### config.mk
export PLATFORM = sky130hd
export DESIGN_NAME = button_conditioner
export DESIGN_NICKNAME = d
export VERILOG_FILES = /design/src/rtl/button_conditioner.sv
export SDC_FILE = /design/constraint.sdc
export NUM_CORES = 1
export LEC_CHECK = 0
export CAP_MARGIN = 10
export CORE_MARGIN = 8
export CORE_UTILIZATION = 58
export CTS_BUF_LIST = sky130_fd_sc_hd__clkbuf_2 sky130_fd_sc_hd__clkbuf_4 sky130_fd_sc_hd__clkbuf_8
export CTS_CLUSTER_DIAMETER = 100
export DETAILED_ROUTE_END_ITERATION = 12
export PLACE_DENSITY = 0.88
export SLEW_MARGIN = 30
export SYNTH_ARGS = -nofsm -noshare
export SYNTH_HDL_FRONTEND = slang
export SYNTH_SLANG_ARGS = --single-unit
### constraint.sdc
create_clock -name clk -period 2.2 [get_ports clk]
set_input_delay 0.22 -clock clk [delete_from_list [all_inputs] [get_ports clk]]
set_output_delay 0.22 -clock clk [all_outputs]
set_load 0.01 [all_outputs]
### src/rtl/button_conditioner.sv
`default_nettype none
// ============================================================================
//  Module   : button_conditioner
//  Purpose  : Per-button 2-flop synchronizer, debouncer and edge/hold event
//             generator. Turns raw asynchronous push-button levels into clean
//             debounced levels plus single-cycle press, release and long-hold
//             pulses. Channels are fully independent of each other.
//  Revision : 1.0 - initial release
// ============================================================================
module button_conditioner #(
  parameter int N_BTN           = 5,
  parameter int DEBOUNCE_CYCLES = 500000,
  parameter int HOLD_CYCLES     = 50000000
) (
  input  logic             clk,
  input  logic             rst_n,
  input  logic [N_BTN-1:0] btn_raw,
  output logic [N_BTN-1:0] btn_level,
  output logic [N_BTN-1:0] btn_press,
  output logic [N_BTN-1:0] btn_release,
  output logic [N_BTN-1:0] btn_hold
);

  // One extra bit over the terminal count so the counter never needs to wrap.
  localparam int                DCNT_W    = $clog2(DEBOUNCE_CYCLES) + 1;
  localparam logic [DCNT_W-1:0] DCNT_LAST = DCNT_W'(DEBOUNCE_CYCLES - 1);

  for (genvar i = 0; i < N_BTN; i++) begin : g_ch
    logic              s1_q;
    logic              s2_q;
    logic              stable_q,  stable_d;
    logic              press_q,   press_d;
    logic              release_q, release_d;
    logic [DCNT_W-1:0] dcnt_q,    dcnt_d;

    // Debounce: a new synchronized level must persist DEBOUNCE_CYCLES cycles;
    // any return to the stable level restarts the window from zero.
    always_comb begin
      stable_d  = stable_q;
      dcnt_d    = dcnt_q + DCNT_W'(1);
      press_d   = 1'b0;
      release_d = 1'b0;
      if (s2_q == stable_q) begin
        dcnt_d = '0;
      end else if (dcnt_q == DCNT_LAST) begin
        stable_d  = s2_q;
        dcnt_d    = '0;
        press_d   = s2_q;
        release_d = ~s2_q;
      end
    end

    // Synchronizer, debounced level and edge pulse registers.
    always_ff @(posedge clk) begin
      if (!rst_n) begin
        s1_q      <= 1'b0;
        s2_q      <= 1'b0;
        stable_q  <= 1'b0;
        dcnt_q    <= '0;
        press_q   <= 1'b0;
        release_q <= 1'b0;
      end else begin
        s1_q      <= btn_raw[i];
        s2_q      <= s1_q;
        stable_q  <= stable_d;
        dcnt_q    <= dcnt_d;
        press_q   <= press_d;
        release_q <= release_d;
      end
    end

    assign btn_level[i]   = stable_q;
    assign btn_press[i]   = press_q;
    assign btn_release[i] = release_q;

    if (HOLD_CYCLES > 0) begin : g_hold
      localparam int                HCNT_W    = $clog2(HOLD_CYCLES) + 1;
      localparam logic [HCNT_W-1:0] HCNT_LAST = HCNT_W'(HOLD_CYCLES - 1);

      logic [HCNT_W-1:0] hcnt_q,      hcnt_d;
      logic              hold_done_q, hold_done_d;
      logic              hold_q,      hold_d;

      // Hold: count cycles of debounced press, fire once, then park until the
      // level drops. The cycle stable rises it is still 0, so the "not pressed"
      // branch also provides the clear on the rising edge.
      always_comb begin
        hcnt_d      = hcnt_q;
        hold_done_d = hold_done_q;
        hold_d      = 1'b0;
        if (!stable_q) begin
          hcnt_d      = '0;
          hold_done_d = 1'b0;
        end else if (!hold_done_q) begin
          if (hcnt_q == HCNT_LAST) begin
            hold_d      = 1'b1;
            hold_done_d = 1'b1;
          end else begin
            hcnt_d = hcnt_q + HCNT_W'(1);
          end
        end
      end

      // Hold counter, fired flag and hold pulse registers.
      always_ff @(posedge clk) begin
        if (!rst_n) begin
          hcnt_q      <= '0;
          hold_done_q <= 1'b0;
          hold_q      <= 1'b0;
        end else begin
          hcnt_q      <= hcnt_d;
          hold_done_q <= hold_done_d;
          hold_q      <= hold_d;
        end
      end

      assign btn_hold[i] = hold_q;
    end else begin : g_no_hold
      assign btn_hold[i] = 1'b0;
    end
  end

endmodule
`default_nettype wire

==> results of run 1 <==
layer usage:
layer / up-vias / wire length, um
met5: - / 0
met4: 0 / 647
met3: 66 / 1330
met2: 306 / 12700
met1: 4879 / 11300
li1: 5115 / -
worst register-to-register path, stage by stage, from the launching register on:
cell	delay, ps
dfxtp_1	390
and4_1	280
nand3_4	110
or4b_4	560
or4b_1	510
a21oi_1	140
Yosys cell counts (2+ instances only):
cell type / count
dfxtp_1: 270
nor2_1: 230
nand2_1: 125
xor2_1: 98
nand3_1: 95
nand4_1: 71
xnor2_1: 65
clkbuf_1: 44
a21oi_1: 40
nor3_1: 40
nor4_1: 31
and3_1: 29
o21ai_0: 29
and4_1: 28
and2_1: 25
or4_1: 22
buf_4: 20
or3_1: 20
inv_1: 17
nor4b_1: 13
o31ai_1: 13
a31oi_1: 11
nand2b_1: 11
ha_1: 10
mux2i_1: 7
a41o_1: 6
nor4bb_1: 6
a31o_2: 3
o211ai_1: 3
o41ai_1: 3
or2_2: 3
a211oi_1: 2
and3b_1: 2
and4b_1: 2
buf_1: 2
nand3b_1: 2
nand4b_1: 2
nor3b_1: 2
o21a_1: 2
o31a_1: 2
layout make-up:
cell class              instances  area [um2]  area share
clock buffers                  67         866      0.0626
repair buffers                 68         588      0.0425
multi-input cells            1069        6360       0.460
flip-flops and latches        270        5410       0.391
well taps                     275         344      0.0249
inverters                      17        63.8     0.00461
clock inverters                14         201      0.0146
report_power, final:
group	total [W]	internal, W	switching, W
combinational	0.0000588	0.0000257	0.0000330
sequential	0.00491	0.00490	0.00000742
clock	0.00510	0.00311	0.00198
what timing repair did:
| action | CTS | global route |
|---|---|---|
| endpoints found under the setup margin | 0 | 9 |
| buffers inserted | 0 | 0 |
| gates resized for setup | 0 | 2 |
cells by family (layout without fill, tap and decap cells):
group,count (synthesis),in the layout,share of synthesized area
xor+xnor,163,163,0.117
flops,270,270,0.445
mux,7,7,0.00577
compound gates,120,120,0.0618
fa+ha+maj,10,10,0.0103
buf+inv,85,166,0.0332
simple gates,769,769,0.327
state kept, by name, summed over array words and instances (netlist names):
register	flops
g_ch.stable_q	5
g_ch.g_hold.hcnt_q	135
g_ch.release_q	5
g_ch.press_q	5
g_ch.dcnt_q	100
g_ch.g_hold.hold_done_q	5
g_ch.g_hold.hold_q	5
g_ch.s2_q	5
g_ch.s1_q	5
metrics by stage:
step,hold WS (ps),total power [W],cell area (um2),instances
finish,250,0.0101,13800,1780
global route,234,0.0104,13800,1780
CTS,223,0.0102,13800,1780
detailed placement,432,0.00507,12800,1699
global placement,416,0.00507,12800,1699
floorplan,347,0.00504,12200,1424
worst max-delay path by stage:
stage / start / end / slack, ps / cells past startpoint
after floorplan: g_ch[0].g_hold.hcnt_q[0] / g_ch[0].g_hold.hcnt_q[2] / 160 / 7
after CTS: g_ch[0].g_hold.hcnt_q[0] / g_ch[0].g_hold.hcnt_q[11] / 110 / 6
final: g_ch[4].g_hold.hcnt_q[3] / g_ch[4].g_hold.hcnt_q[18] / 150 / 5
after global placement: g_ch[0].g_hold.hcnt_q[0] / g_ch[0].g_hold.hcnt_q[11] / 210 / 6
after global routing: g_ch[3].g_hold.hcnt_q[0] / g_ch[3].g_hold.hcnt_q[3] / 30 / 6
after detailed placement: g_ch[0].g_hold.hcnt_q[0] / g_ch[0].g_hold.hcnt_q[11] / 130 / 6
==> run_results.csv, run 1 <==
group,metric,value,unit
run_status,status,"finished, final reports clean",
timing,finalSetupViolCount,0,
critical_path,critPathSlowestCell,"or4b_4",
timing,slew_headroom,0.585,
floorplan,core,20800,um2
floorplan,fp.dieH,161,um
grt,busiest_layer,"met2",
yosys,syn-instance-count,1424,
yosys,seq_area_frac_synth,0.445,
critical_path,worst-r2r-setup-slack,150,ps
grt,globalRouteMet1Util,0.233,
clock_tree,cts_buffers,45,
timing,finalHoldViolCount,0,
critical_path,worstPathCellList,"and4_1 > nand3_4 > or4b_4 > or4b_1 > a21oi_1",
yosys,ys_async_sr_fraction,0,
final_layout,layout_commonest_cell,"dfxtp_1",
grt,use_met2,0.333,
grt,grt_pass1_vias,9758,
yosys,syn_avg_cell_area,8.53,um2
yosys,synth.area.top_cells,"dfxtp_1 44%, nor2_1 7.1%, xor2_1 7.1%",
min_path,min_from,"btn_raw[1]",
timing,period_share,0.931,
timing,max_freq,0.488,GHz
clock_tree,clkSinkCount,270,
timing,worstMarginPinSlew,618,ps
critical_path,start_kind,"register",
critical_path,r2r-end,"g_ch[4].g_hold.hcnt_q[18]",
grt,antenna_found_initial,0,
yosys,synth_edf_count,0,
place,place_congestion,0.859,
grt,grt_pass1_wl,43700,um
drt,viasPerCell,5.82,
critical_path,worstPathArrival,2520,ps
critical_path,critPathMaxFanout,5,
floorplan,die_w,161,um
final_layout,drive_above_1_share,0.0930,
min_path,hp-class,"in -> reg",
clock_tree,htree_levels,2,
place,hpwl,16900,um
final_layout,final_cell_mix,"270 x dfxtp_1, 230 x nor2_1, 125 x nand2_1",
yosys,synth.top_cell.area_share,0.445,
grt,grt_max_degree,30,
critical_path,path_buf_inv,0,
clock_tree,cts_buffer_depth,3,
critical_path,worst_setup_path_end_kind,"register",
yosys,ys.flop_type,"dfxtp_1",
critical_path,cp.required,2680,ps
timing,finClkSkew,14.5,ps
yosys,syn-num-nets,1441,
timing,fin_ws,152,ps
min_path,whs_path_depth,2,
floorplan,die_area,25800,um2
timing,fin_crit,2050,ps
floorplan,rows,53,
drt,firstDrtPassIters,6,
power,ir_drop,486,uV
drt,routedWlPerCell,14.6,um
timing,tns,0,ps
run,maxCapViolations,0,
final_layout,synthToLayoutAreaGrowth,13.8,%
final_layout,nFillCells,1577,
yosys,syn_area,12200,um2
place,dp_slack,125,ps
drt,drtAntennaViolNets,0,
critical_path,critPathMaxStageDelay,560,ps
yosys,yosysWarnings,0,
drt,drt_iter0_drc,797,
critical_path,worstReg2RegStart,"g_ch[4].g_hold.hcnt_q[3]",
clock_tree,path_clk_slew,60,ps
critical_path,criticalPathCategory,"reg -> reg",
critical_path,ff2ff_path_depth,5,
drt,vias,10400,
drt,drc,0,
min_path,min_to,"g_ch[1].s1_q",
grt,met3_usage,0.0346,
yosys,synth_cell_type_count,58,
clock_tree,cts-root-buf,"clkbuf_8",
clock_tree,cts_tree,"yes",
drt,wl,26000,um
final_layout,nets,1488,
clock_tree,clk_latency,540,ps
timing,rsz0062_at_grt,"false",
yosys,ys_ff_latch,270,
final_layout,antenna_cells,0,
timing,slew_violations,0,
final_layout,postLayoutCoreUtil,0.664,
grt,track_usage,0.193,
floorplan,initial_core_util,0.584,
clock_tree,postCtsHoldBufs,0,
power,p_leak,4.56,nW
power,p_per_area,728,nW/um2
yosys,synth_area_leader_cell,"dfxtp_1",
floorplan,io_pins,27,
critical_path,critPathTopFamily,"simple AND/OR/NAND/NOR gates",
place,port_buffers,26,
grt,gr-total-overflow,0,
No activity file was read; power rests on OpenSTA's default activity.
==> run 2, diff against run 1 <==
==> constraint.sdc (replaced) <==
create_clock -name clk -period 2.2 [get_ports clk]
set_input_delay 0.22 -clock clk [delete_from_list [all_inputs] [get_ports clk]]
set_output_delay 0.22 -clock clk [all_outputs]
set_load 0.02 [all_outputs]
==> results of run 2 <==
Final layout, timing and power as in run 1 (identical DEF).
==> run 3, diff against run 2 <==
--- a/config.mk
+++ b/config.mk
@@ -5,7 +5,7 @@
 export SDC_FILE = /design/constraint.sdc
 export NUM_CORES = 1
 export LEC_CHECK = 0
-export CAP_MARGIN = 10
+export CAP_MARGIN = 20
 export CORE_MARGIN = 8
 export CORE_UTILIZATION = 58
 export CTS_BUF_LIST = sky130_fd_sc_hd__clkbuf_2 sky130_fd_sc_hd__clkbuf_4 sky130_fd_sc_hd__clkbuf_8
==> results of run 3 <==
Final layout, timing and power as in run 1 (identical DEF).
